### config.mk
export PLATFORM = sky130hd
export DESIGN_NAME = counter_ctrl_flat
export DESIGN_NICKNAME = d
export VERILOG_FILES = /design/src/rtl/counter_ctrl_pkg.sv /design/src/rtl/counter_ctrl_if.sv /design/src/rtl/counter_ctrl_count_core.sv /design/src/rtl/counter_ctrl.sv /design/src/flat_wrapper.sv
export SDC_FILE = /design/constraint.sdc
export NUM_CORES = 1
export LEC_CHECK = 0
export CORE_MARGIN = 3
export CORE_UTILIZATION = 48
export CTS_CLUSTER_SIZE = 30
export DETAILED_ROUTE_END_ITERATION = 16
export GPL_TIMING_DRIVEN = 0
export PLACE_DENSITY = 0.81
export SYNTH_ARGS = -nofsm -noshare
export SYNTH_HDL_FRONTEND = slang
export SYNTH_SLANG_ARGS = --single-unit
### constraint.sdc
create_clock -name clock -period 2.4 [get_ports clock]
set_clock_uncertainty 0.05 [all_clocks]
set_input_delay 0.72 -clock clock [delete_from_list [all_inputs] [get_ports clock]]
set_output_delay 0.72 -clock clock [all_outputs]
set_load 0.02 [all_outputs]
### src/rtl/counter_ctrl_pkg.sv
// Shared definitions for the counter run-control sequencer.
// The state encoding is also read by the status and debug logic.
package counter_ctrl_pkg;

  typedef enum logic [1:0] {
    ST_IDLE = 2'd0,
    ST_RUN  = 2'd1,
    ST_HOLD = 2'd2,
    ST_DONE = 2'd3
  } ctrl_state_t;

endpackage

### src/rtl/counter_ctrl_if.sv
// Configuration handshake, run-control and status bundle for counter_ctrl.
// The controller is the slave; software/config logic is the master.
interface counter_ctrl_if #(
  parameter int WIDTH = 5
) ();

  logic             cfg_valid;
  logic             cfg_ready;
  logic [WIDTH-1:0] cfg_limit;
  logic             cfg_periodic;
  logic             start;
  logic             stop;
  logic [WIDTH-1:0] count;
  logic             busy;
  logic             done;

  modport master (
    output cfg_valid, cfg_limit, cfg_periodic, start, stop,
    input  cfg_ready, count, busy, done
  );

  modport slave (
    input  cfg_valid, cfg_limit, cfg_periodic, start, stop,
    output cfg_ready, count, busy, done
  );

endinterface

### src/rtl/counter_ctrl_count_core.sv
// WIDTH-bit count register with a ripple-carry incrementer.
// clr (load zero) has priority over en (increment).
module count_core #(
  parameter int WIDTH = 5
) (
  input  logic             clock,
  input  logic             reset,
  input  logic             en,
  input  logic             clr,
  output logic [WIDTH-1:0] q
);

  logic [WIDTH-1:0] q_q;
  logic [WIDTH-1:0] inc;

  // Explicit half-adder chain; carry-in of 1 gives q+1 modulo 2**WIDTH.
  always_comb begin
    logic c;
    c = 1'b1;
    for (int i = 0; i < WIDTH; i++) begin
      inc[i] = q_q[i] ^ c;
      c      = q_q[i] & c;
    end
  end

  always_ff @(posedge clock or negedge reset) begin
    if (!reset) begin
      q_q <= '0;
    end else if (clr) begin
      q_q <= '0;
    end else if (en) begin
      q_q <= inc;
    end
  end

  assign q = q_q;

endmodule

### src/rtl/counter_ctrl.sv
// Run-control sequencer for an up-counter: terminal value, start/pause/resume,
// one-shot or auto-reload, and a one-cycle done pulse per terminal event.
module counter_ctrl
  import counter_ctrl_pkg::*;
#(
  parameter int               WIDTH         = 5,
  parameter logic [WIDTH-1:0] DEFAULT_LIMIT = '1
) (
  input  logic          clock,
  input  logic          reset,
  counter_ctrl_if.slave bus
);

  ctrl_state_t      state_q;
  logic [WIDTH-1:0] limit_q;
  logic             periodic_q;
  logic             done_q;
  logic [WIDTH-1:0] count_q;
  logic             core_en;
  logic             core_clr;
  logic             cfg_fire;
  logic             at_limit;

  assign bus.cfg_ready = (state_q == ST_IDLE) || (state_q == ST_DONE);
  assign cfg_fire      = bus.cfg_valid && bus.cfg_ready;
  assign at_limit      = (count_q == limit_q);

  // Counter control: a one-shot terminal asserts neither en nor clr, so count parks at limit.
  always_comb begin
    core_en  = 1'b0;
    core_clr = 1'b0;
    unique case (state_q)
      ST_IDLE, ST_DONE: core_clr = cfg_fire || bus.start;
      ST_RUN: begin
        if (!bus.stop) begin
          if (at_limit) core_clr = periodic_q;
          else          core_en  = 1'b1;
        end
      end
      default: ;
    endcase
  end

  always_ff @(posedge clock or negedge reset) begin
    if (!reset) begin
      state_q    <= ST_IDLE;
      limit_q    <= DEFAULT_LIMIT;
      periodic_q <= 1'b0;
      done_q     <= 1'b0;
    end else begin
      done_q <= 1'b0;
      unique case (state_q)
        ST_IDLE, ST_DONE: begin
          if (cfg_fire) begin
            limit_q    <= bus.cfg_limit;
            periodic_q <= bus.cfg_periodic;
          end
          if (bus.start) state_q <= ST_RUN;
        end
        ST_RUN: begin
          if (bus.stop) begin
            state_q <= ST_HOLD;
          end else if (at_limit) begin
            done_q <= 1'b1;
            if (!periodic_q) state_q <= ST_DONE;
          end
        end
        ST_HOLD: begin
          if (bus.start && !bus.stop) state_q <= ST_RUN;
        end
        default: state_q <= ST_IDLE;
      endcase
    end
  end

  count_core #(.WIDTH(WIDTH)) u_core (
    .clock (clock),
    .reset (reset),
    .en    (core_en),
    .clr   (core_clr),
    .q     (count_q)
  );

  assign bus.count = count_q;
  assign bus.busy  = (state_q == ST_RUN) || (state_q == ST_HOLD);
  assign bus.done  = done_q;

endmodule
### src/flat_wrapper.sv
// flat-port wrapper written by rule: the top's interface ports become plain ports
module counter_ctrl_flat import counter_ctrl_pkg::*;
#(
  parameter int               WIDTH         = 5,
  parameter logic [WIDTH-1:0] DEFAULT_LIMIT = '1
)
  (clock, reset, bus_cfg_valid, bus_cfg_limit, bus_cfg_periodic, bus_start, bus_stop, bus_cfg_ready, bus_count, bus_busy, bus_done);
  counter_ctrl_if #(.WIDTH(WIDTH)) bus_i ();
  input  logic clock;
  input  logic reset;
  input wire logic [$bits(bus_i.cfg_valid)-1:0] bus_cfg_valid;
  input wire logic [$bits(bus_i.cfg_limit)-1:0] bus_cfg_limit;
  input wire logic [$bits(bus_i.cfg_periodic)-1:0] bus_cfg_periodic;
  input wire logic [$bits(bus_i.start)-1:0] bus_start;
  input wire logic [$bits(bus_i.stop)-1:0] bus_stop;
  output wire logic [$bits(bus_i.cfg_ready)-1:0] bus_cfg_ready;
  output wire logic [$bits(bus_i.count)-1:0] bus_count;
  output wire logic [$bits(bus_i.busy)-1:0] bus_busy;
  output wire logic [$bits(bus_i.done)-1:0] bus_done;
  assign bus_i.cfg_valid = bus_cfg_valid;
  assign bus_i.cfg_limit = bus_cfg_limit;
  assign bus_i.cfg_periodic = bus_cfg_periodic;
  assign bus_i.start = bus_start;
  assign bus_i.stop = bus_stop;
  assign bus_cfg_ready = bus_i.cfg_ready;
  assign bus_count = bus_i.count;
  assign bus_busy = bus_i.busy;
  assign bus_done = bus_i.done;
  counter_ctrl #(.WIDTH(WIDTH), .DEFAULT_LIMIT(DEFAULT_LIMIT)) u_core (.clock(clock), .reset(reset), .bus(bus_i));
endmodule
==> summary.md, run 1 <==
| Metric | Value |
|---|---|
| Distinct cells, synth | `26` |
| Seq cells post-synth | `14` |
| Final Max Slew Viols | `0` |
| Layout cell share with drive strength beyond 1 | `0.178` |
| Setup total negative slack | `0 ns` |
| Core region area | `1580 µm²` |
| Via density | `5.56` |
| TritonCTS clock tree | `done` |
| P_leak | `0.451 nW` |
| Antenna viol nets, final | `0` |
| Inst Count DP | `113` |
| Setup bufs post-CTS | `0` |
| Via count | `650` |
| Residual DRC | `0` |
| Wirelength per Cell | `13.3 µm` |
| Initial antenna violation count | `0` |
| Yosys Warn Count | `0` |
| Synthesized area | `838 µm²` |
| Worst-Skew Late Latency | `0.27 ns` |
| Post-synthesis sequential area ratio | `0.425` |
| Die ar. | `2280 µm²` |
| WP data required | `1.63 ns` |
| Post-route insts no fill | `117` |
| M1 GR Usage | `0.197` |
| Post-DP Area | `1040 µm²` |
| Setup crit end kind | `output port` |
| Routed wire length | `1.55 mm` |
| GRT busiest layer | `met2` |
| Most common cell after layout, fill and taps aside | `clkdlybuf4s50_1` |
| Drt pass-1 iters | `3` |
| Htree depth | `1` |
| Min-delay src | `u_core.periodic_q` |
| Layout area overhead | `27.9%` |
| Slew headroom | `0.611` |
| First-pass GRT wire length | `2.69 mm` |
| R2R Setup Slk | `0.47 ns` |
| Synth top area share | `0.269` |
| Synth Instances | `79` |
| Endpoints failing hold | `0` |
| Status | `completed` |
| Initial core utilization | `0.532` |
| Pwr Density | `1190 nW/µm²` |
| Reg2Reg Launch Point | `u_core.state_q[1]` |
| Global Route Usage Sum | `0.164` |
| Worst min path class | `flip-flop to flip-flop` |
| Most frequent cells in the layout | `16 x clkdlybuf4s50_1, 10 x nand2_1, 9 x dfrtp_1` |
| DP Worst Slack | `0.0324 ns` |
| Fin area | `1070 µm²` |
| RSZ-0062 raised after global routing | `false` |
| Final worst path period need | `2.26 ns` |
| N_diodes | `0` |
| CP Max Fanout | `4` |
| Crit path arrival time | `1.49 ns` |
| Origin of the worst setup path | `u_core.state_q[0]` |
| Cell taking the most area after synthesis | `dfrtp_1` |
| Die width | `47.8 µm` |
| Clock tree buffer depth | `2` |
| PortBufs | `18` |
| CTS root buf | `clkbuf_4` |
| CP startpoint kind | `flip-flop` |
| Top post-synthesis cells by area | `dfrtp_1 27%, dfstp_2 16%, ha_1 9.0%, mux2_2 8.1%, xnor2_1 5.2%` |
| CTS Buf Count | `3` |
| Die height | `47.8 µm` |
| Iter 0 DRT Violations | `6` |
| Peak supply drop | `824 µV` |
| Clock Sink Count | `14` |
| NumNets Final | `119` |
| Met3 usage | `0.0564` |
| Vias in the first global route | `651` |
| Fmax | `442 MHz` |
| Clk slew on worst S/H paths | `0.08 ns` |
| Setup violators final | `0` |
| Critical path class | `flip-flop to output port` |
| GRT met2 Usage | `0.285` |
| Period Utilization, post-route | `0.942` |
| GP Congestion | `0.744` |
| FP Rows | `14` |
| Syn_nets | `96` |
| Largest net degree at the start of global routing | `15` |
| Total gr overflow | `0` |
| Final worst-path setup slack | `0.138 ns` |
| Num ports | `19` |
| Mapped Avg Cell Area | `10.6 µm²` |
| Dpl hpwl | `1.32 mm` |
| Max-capacitance violation count | `0` |
| Slew @ Worst Pin | `0.581 ns` |
-- where the power goes --
part | leakage [nW] | internal [mW] | switching [mW]
logic | 0.259 | 0.314 | 0.365
clock network | 0.0210 | 0.0923 | 0.0683
registers | 0.170 | 0.356 | 0.0827
-- metal layers --
| metal | vias up | wire length (µm) |
|---|---|---|
| met5 | - | 0 |
| met4 | 0 | 7 |
| met3 | 2 | 74 |
| met2 | 14 | 784 |
| met1 | 303 | 688 |
| li1 | 331 | - |
-- flip-flops by register name (all words and copies together), names as in the netlist --
register / count
u_core.limit_q: 5
u_core.u_core.q: 5
u_core.state_q: 2
u_core.bus.done: 1
u_core.periodic_q: 1
-- per-stage QoR --
step / total power, mW / utilization / hold slack, ns
3_5_place_dp: 1.15 / 0.659 / 0.495
5_1_grt: 1.38 / 0.680 / 0.543
2_1_floorplan: 0.935 / - / 0.374
6_report: 1.28 / 0.680 / 0.511
4_1_cts: 1.29 / 0.680 / 0.512
3_3_place_gp: 1.12 / 0.659 / 0.477
-- area by class of cell --
cell class / count / area (µm²)
buffer: 2 / 15.0
clock buffer: 4 / 36.3
fill: 131 / 504
inverter: 3 / 11.3
multi-input combinational: 60 / 455
sequential: 14 / 357
tap: 16 / 20.0
timing repair buffer: 18 / 178
-- critical path, stage by stage (launching register included) --
cell,delay (ns)
dfrtp_1,0.38
inv_1,0.09
ha_1,0.34
inv_1,0.08
dlygate4sd2_1,0.33
-- synth_stat cells --
master / instances
a21boi_0: 1
o211ai_1: 3
nand2b_1: 1
a31oi_1: 5
or3_1: 2
xnor2_1: 5
nor2_1: 6
dfrtp_1: 9
inv_1: 3
nand3_1: 4
a221oi_1: 1
o2bb2ai_1: 1
nand4_1: 2
mux2i_1: 1
and4_1: 1
dfstp_2: 5
a31oi_2: 1
nand2_1: 10
o41ai_4: 1
buf_6: 1
xor2_1: 1
ha_1: 6
mux2_2: 6
o21ai_0: 1
clkbuf_1: 1
nor2b_1: 1
-- final timing paths --
check | to | depth (start not counted)
max | bus_busy | 4
min | u_core.periodic_q | 1
max reg2reg | u_core.u_core.q[3] | 7
min reg2reg | u_core.periodic_q | 1
max in group asynchronous | u_core.periodic_q | 1
min in group asynchronous | u_core.state_q[0] | 1
-- cells by family after synthesis --
kind of cell | Yosys count | share of synthesized area
compound gates | 14 | 0.148
xor+xnor | 6 | 0.0627
fa+ha+maj | 6 | 0.0895
buf+inv | 5 | 0.0313
flops | 14 | 0.425
mux | 7 | 0.0925
simple gates | 27 | 0.151
-- timing repair --
action | 4_1_cts | 5_1_grt
hold buffers | 0 | 0
setup endpoints to repair | 2 | 0
resized for setup | 2 | 0
hold endpoints to repair | 0 | 0
No activity file was read; power rests on OpenSTA's default activity.
==> inputs of run 2 (changes only) <==
--- a/config.mk
+++ b/config.mk
@@ -10,6 +10,7 @@
 export CTS_CLUSTER_SIZE = 30
 export DETAILED_ROUTE_END_ITERATION = 16
 export GPL_TIMING_DRIVEN = 0
+export MAX_ROUTING_LAYER = met4
 export PLACE_DENSITY = 0.81
 export SYNTH_ARGS = -nofsm -noshare
 export SYNTH_HDL_FRONTEND = slang
==> run 2 against run 1 <==
Effect of this change:
- clock power is essentially flat
- global-route usage grew 0.52 points
- sequential power is essentially flat
- register-to-register slack is essentially flat
- non-clock buffer count is the same
- hold slack is essentially flat
- fmax is essentially flat
- combinational power is essentially flat
- via count shrank 0.31%
- worst setup slack gained 0.00099 ns
- critical path type unchanged
- critical endpoint unchanged
==> summary.md, run 2 (synthesis gave the netlist of run 1 again) <==
| Metric | Value |
|---|---|
| Worst min path class | `flip-flop to flip-flop (unchanged)` |
| Crit path arrival time | `1.49 ns (about the same)` |
| Final Max Slew Viols | `0 (unchanged)` |
| FP Rows | `14 (unchanged)` |
| Period Utilization, post-route | `0.942 (about the same)` |
| Most frequent cells in the layout | `16 x clkdlybuf4s50_1, 10 x nand2_1, 9 x dfrtp_1 (unchanged)` |
| Setup violators final | `0 (unchanged)` |
| CTS root buf | `clkbuf_4 (unchanged)` |
| Vias in the first global route | `653 (was 651)` |
| Hold Slack | `0.511 ns (about the same)` |
| Layout cell share with drive strength beyond 1 | `0.178 (unchanged)` |
| PortBufs | `18 (unchanged)` |
| N_diodes | `0 (unchanged)` |
| Drt pass-1 iters | `3 (unchanged)` |
| Num ports | `19 (unchanged)` |
| Setup total negative slack | `0 ns (unchanged)` |
| Slew headroom | `0.611 (about the same)` |
| CTS Buf Count | `3 (unchanged)` |
| Worst-Skew Late Latency | `0.27 ns (about the same)` |
| P_leak | `0.451 nW (unchanged)` |
| Status | `completed (unchanged)` |
| Pwr Density | `1190 nW/µm² (about the same)` |
| Hold_buf cts | `0 (unchanged)` |
| Clock Sink Count | `14 (unchanged)` |
| Core region area | `1580 µm² (unchanged)` |
| Layout fillers | `131 (unchanged)` |
| Critical path class | `flip-flop to output port (unchanged)` |
| Wirelength per Cell | `13.2 µm (was 13.3 µm)` |
| WP data required | `1.63 ns (about the same)` |
| Via count | `648 (was 650)` |
| Slew @ Worst Pin | `0.581 ns (about the same)` |
| Antenna viol nets, final | `0 (unchanged)` |
| Htree depth | `1 (unchanged)` |
| Core Util, Final | `0.680 (unchanged)` |
| CP Max Fanout | `4 (unchanged)` |
| Residual DRC | `0 (unchanged)` |
| Initial antenna violation count | `0 (unchanged)` |
| Routed wire length | `1.55 mm (about the same)` |
| Iter 0 DRT Violations | `6 (unchanged)` |
| DP Worst Slack | `0.0324 ns (unchanged)` |
| RSZ-0062 raised after global routing | `false (unchanged)` |
| Most common cell after layout, fill and taps aside | `clkdlybuf4s50_1 (unchanged)` |
| Total gr overflow | `0 (unchanged)` |
| Via density | `5.54 (was 5.56)` |
| Fmax | `442 MHz (about the same)` |
| Setup crit end kind | `output port (unchanged)` |
| Clk slew on worst S/H paths | `0.08 ns (about the same)` |
| GP Congestion | `0.754 (was 0.744)` |
| Die width | `47.8 µm (unchanged)` |
| First-pass GRT wire length | `2.68 mm (was 2.69 mm)` |
| Die ar. | `2280 µm² (unchanged)` |
| Final worst path period need | `2.26 ns (about the same)` |
| Initial core utilization | `0.532 (unchanged)` |
| Endpoints failing hold | `0 (unchanged)` |
| Peak supply drop | `824 µV (about the same)` |
| TritonCTS clock tree | `done (unchanged)` |
| Largest net degree at the start of global routing | `15 (unchanged)` |
| Clock tree buffer depth | `2 (unchanged)` |
| Die height | `47.8 µm (unchanged)` |
| CP startpoint kind | `flip-flop (unchanged)` |
| Final worst-path setup slack | `0.139 ns (was 0.138 ns)` |
| NumNets Final | `119 (unchanged)` |
| Global Route Usage Sum | `0.170 (was 0.164)` |
| Max-capacitance violation count | `0 (unchanged)` |
| Layout area overhead | `27.9% (unchanged)` |
| Dpl hpwl | `1.32 mm (unchanged)` |
==> run 2: cell counts in the layout (fill, tap and decap cells not counted) <==
Identical to the previous run, type by type.
==> run 2: power by group <==
group | switching (mW) | total (mW) | internal (mW) | leakage, nW
clock | 0.0680 | 0.160 | 0.0922 | 0.0210
sequential | 0.0827 | 0.438 | 0.356 | 0.170
combinational | 0.365 | 0.679 | 0.314 | 0.259
total | 0.515 | 1.28 | 0.762 | 0.451
==> run 2: final cells by class <==
class | count | area [µm²] | area share
clock buffer | 4 | 36.3 | 0.0338
tap | 16 | 20.0 | 0.0187
buffer | 2 | 15.0 | 0.0140
inverter | 3 | 11.3 | 0.0105
sequential | 14 | 357 | 0.333
timing repair buffer | 18 | 178 | 0.166
multi-input combinational | 60 | 455 | 0.425
==> run 2: timing repair <==
item	in CTS	in global routing
setup buffers	0	0
resized for setup	2	0
setup endpoints to repair	2	0
==> run 2: worst max-delay path: stages (launching register included) <==
cell           delay [ns]
dfrtp_1              0.38
inv_1                0.09
ha_1                 0.34
inv_1                0.08
dlygate4sd2_1        0.33
==> run 2: layer usage <==
metal	global-route usage	up-vias	part of all wire	routed length [µm]
li1	-	331	-	-
met1	0.197	303	0.44	680
met2	0.285	14	0.51	788
met3	0.0564	0	0.052	81
met4	0.0323	0	0	0
met5	-	-	0	0
==> run 2: through the flow <==
| step | instance area (µm²) | power (mW) | cells |
|---|---|---|---|
| 5_1_grt | 1070 | 1.38 | 117 |
| 4_1_cts | 1070 | 1.29 | 117 |
| 3_5_place_dp | 1040 | 1.15 | 113 |
| 6_report | 1070 | 1.28 | 117 |
| 3_3_place_gp | 1040 | 1.12 | 113 |
| 2_1_floorplan | 838 | 0.935 | 79 |
==> run 2: worst paths after layout <==
kind / endpoint / from / cells after the start / slack, ns
max in group asynchronous: u_core.periodic_q / reset / 1 / 1.16
worst max register to register: u_core.u_core.q[3] / u_core.state_q[1] / 7 / 0.47
worst min register to register: u_core.periodic_q / u_core.periodic_q / 1 / 0.51
worst max-delay path: bus_busy / u_core.state_q[0] / 4 / 0.14
min in group asynchronous: u_core.state_q[0] / reset / 1 / 0.76
worst min-delay path: u_core.periodic_q / u_core.periodic_q / 1 / 0.51
==> inputs of run 3 (changes only) <==
--- a/config.mk
+++ b/config.mk
@@ -5,13 +5,16 @@
 export SDC_FILE = /design/constraint.sdc
 export NUM_CORES = 1
 export LEC_CHECK = 0
+export CELL_PAD_IN_SITES_DETAIL_PLACEMENT = 2
+export CELL_PAD_IN_SITES_GLOBAL_PLACEMENT = 2
+export CORE_ASPECT_RATIO = 1.4
 export CORE_MARGIN = 3
-export CORE_UTILIZATION = 48
+export CORE_UTILIZATION = 30
 export CTS_CLUSTER_SIZE = 30
 export DETAILED_ROUTE_END_ITERATION = 16
 export GPL_TIMING_DRIVEN = 0
 export MAX_ROUTING_LAYER = met4
-export PLACE_DENSITY = 0.81
+export PLACE_DENSITY = 0.8
 export SYNTH_ARGS = -nofsm -noshare
 export SYNTH_HDL_FRONTEND = slang
 export SYNTH_SLANG_ARGS = --single-unit
==> run 3 against run 2 <==
Effect of this change:
- final area rose by 2.4%
- combinational power rose by 3.5%
- non-clock buffer count unchanged
- hold slack better by 0.0053 ns
- critical path depth unchanged
- first-iteration DRC count decreased by 67%
- final cell count rose by 17%
- sequential cell count is the same
- clock power grew 9%
- count of clock-buffer cells in the layout is the same
- routed wire length increased by 40%
- critical path type unchanged
==> summary.md, run 3 (synthesis gave the netlist of run 1 again) <==
| Metric | Value |
|---|---|
| Num ports | `19 (unchanged)` |
| Endpoints failing hold | `0 (unchanged)` |
| Fmax | `439 MHz (was 442 MHz)` |
| Die height | `68.5 µm (was 47.8 µm)` |
| Reg area | `357 µm² (unchanged)` |
| Htree depth | `1 (unchanged)` |
| Via count | `696 (was 648)` |
| GP Congestion | `0.777 (was 0.754)` |
| Hold Slack | `0.517 ns (was 0.511 ns)` |
| Worst path bufs/invs | `3 (unchanged)` |
| Crit path arrival time | `1.51 ns (was 1.49 ns)` |
| Global Route Usage Sum | `0.150 (was 0.170)` |
| CTS Buf Count | `3 (unchanged)` |
| Initial core utilization | `0.317 (was 0.532)` |
| Layout cell share with drive strength beyond 1 | `0.178 (unchanged)` |
| Slew @ Worst Pin | `0.675 ns (was 0.581 ns)` |
| N_diodes | `0 (unchanged)` |
| Worst min path class | `flip-flop to flip-flop (unchanged)` |
| Inst Count DP | `133 (was 113)` |
| NumNets Final | `119 (unchanged)` |
| Most frequent CP cell | `inv_1 (unchanged)` |
| Pwr Density | `1210 nW/µm² (was 1190 nW/µm²)` |
| Die width | `50.7 µm (was 47.8 µm)` |
| RSZ-0062 raised after global routing | `false (unchanged)` |
| Final Max Slew Viols | `0 (unchanged)` |
| PortBufs | `18 (unchanged)` |
| Final worst path period need | `2.28 ns (was 2.26 ns)` |
| Clk slew on worst S/H paths | `0.09 ns (was 0.08 ns)` |
| Setup violators final | `0 (unchanged)` |
| Critical Path, Cell by Cell | `inv_1 > ha_1 > inv_1 > clkdlybuf4s15_1 (was inv_1 > ha_1 > inv_1 > dlygate4sd2_1)` |
| WP data required | `1.63 ns (about the same)` |
| Core region area | `2640 µm² (was 1580 µm²)` |
| Most common cell after layout, fill and taps aside | `clkdlybuf4s50_1 (unchanged)` |
| Hold_buf cts | `0 (unchanged)` |
| CP Max Fanout | `4 (unchanged)` |
| Crit-path leading delay family | `buffers and inverters (unchanged)` |
| Multi-input gate area | `455 µm² (unchanged)` |
| Total gr overflow | `0 (unchanged)` |
| Clock Sink Count | `14 (unchanged)` |
| Setup bufs post-CTS | `0 (unchanged)` |
| Status | `completed (unchanged)` |
| Crit path largest cell delay | `0.38 ns (about the same)` |
| CTS root buf | `clkbuf_4 (unchanged)` |
| Iter 0 DRT Violations | `2 (was 6)` |
| Layout area overhead | `31.0% (was 27.9%)` |
| Most frequent cells in the layout | `16 x clkdlybuf4s50_1, 10 x nand2_1, 9 x dfrtp_1 (unchanged)` |
| Critical path class | `flip-flop to output port (unchanged)` |
| Initial antenna violation count | `0 (unchanged)` |
| Die ar. | `3470 µm² (was 2280 µm²)` |
| Antenna viol nets, final | `0 (unchanged)` |
| Layout fillers | `304 (was 131)` |
| Routed wire length | `2.17 mm (was 1.55 mm)` |
| Dpl hpwl | `1.67 mm (was 1.32 mm)` |
| Largest net degree at the start of global routing | `15 (unchanged)` |
| Drt pass-1 iters | `3 (unchanged)` |
| P_leak | `0.450 nW (was 0.451 nW)` |
| Residual DRC | `0 (unchanged)` |
| Setup crit end kind | `output port (unchanged)` |
| Core Util, Final | `0.416 (was 0.680)` |
| First-pass GRT wire length | `3.68 mm (was 2.68 mm)` |
| Wirelength per Cell | `15.8 µm (was 13.2 µm)` |
| Max-capacitance violation count | `0 (unchanged)` |
| Setup total negative slack | `0 ns (unchanged)` |
| Worst-Skew Late Latency | `0.29 ns (was 0.27 ns)` |
| Crit-path slowest cell | `dfrtp_1 (unchanged)` |
| Slew headroom | `0.548 (was 0.611)` |
| Post-route insts no fill | `137 (was 117)` |
| Via density | `5.08 (was 5.54)` |
| Clock tree buffer depth | `2 (unchanged)` |
| Peak supply drop | `560 µV (was 824 µV)` |
| Vias in the first global route | `755 (was 653)` |
| Post_cts resized | `2 (unchanged)` |
| CP startpoint kind | `flip-flop (unchanged)` |
| TritonCTS clock tree | `done (unchanged)` |
| Period Utilization, post-route | `0.948 (was 0.942)` |
| FP Rows | `22 (was 14)` |
==> run 3: changes by cell type in the layout (fill, tap and decap cells not counted), sizes merged <==
cell | previous run | this run
dlygate4sd2 | 2 | 1
clkdlybuf4s15 | 0 | 1
==> run 3: where the power goes <==
group          switching (mW)  internal [mW]  leakage [nW]
clock                  0.0828         0.0925        0.0210
combinational           0.386          0.318         0.259
sequential             0.0895          0.356         0.170
==> run 3: path summary, 6_finish.rpt <==
path | from | end | slack [ns] | cells after the start
setup / recovery | u_core.state_q[0] | bus_busy | 0.12 | 4
hold / removal | u_core.periodic_q | u_core.periodic_q | 0.52 | 1
setup reg to reg | u_core.state_q[1] | u_core.u_core.q[3] | 0.44 | 7
hold reg to reg | u_core.periodic_q | u_core.periodic_q | 0.52 | 1
max in group asynchronous | reset | u_core.state_q[1] | 1.09 | 1
min in group asynchronous | reset | u_core.u_core.q[2] | 0.79 | 1
==> run 3: worst register-to-register path: stages (launching register included) <==
cell      delay (ns)
dfrtp_1         0.43
inv_1           0.09
ha_1            0.21
nor2b_1         0.15
clkbuf_1        0.28
nand2_1         0.15
o41ai_4         0.39
a31oi_1         0.09
==> run 3: area by class of cell <==
type	instances	area share
Timing Repair Buffer	18	0.163
Clock buffer	4	0.0330
Sequential cell	14	0.325
Multi-Input combinational cell	60	0.415
Inverter	3	0.0103
Buffer	2	0.0137
Tap cell	36	0.0410
==> run 3: through the flow <==
step                      cell area (µm²)  power (mW)  setup WS [ns]
final                                1100        1.32          0.124
after floorplan                       838       0.935          0.621
after CTS                            1100        1.35         0.0635
after global placement               1060        1.15        0.00682
after global routing                 1100        1.44         0.0271
after detailed placement             1060        1.18        -0.0484
==> run 3: per-layer routing <==
layer,vias to the layer above,GRT usage,share of wire
met1,349,0.167,0.42
met4,0,0.0707,0.019
met5,-,-,0
met3,4,0.0280,0.026
met2,13,0.261,0.54
li1,330,-,-
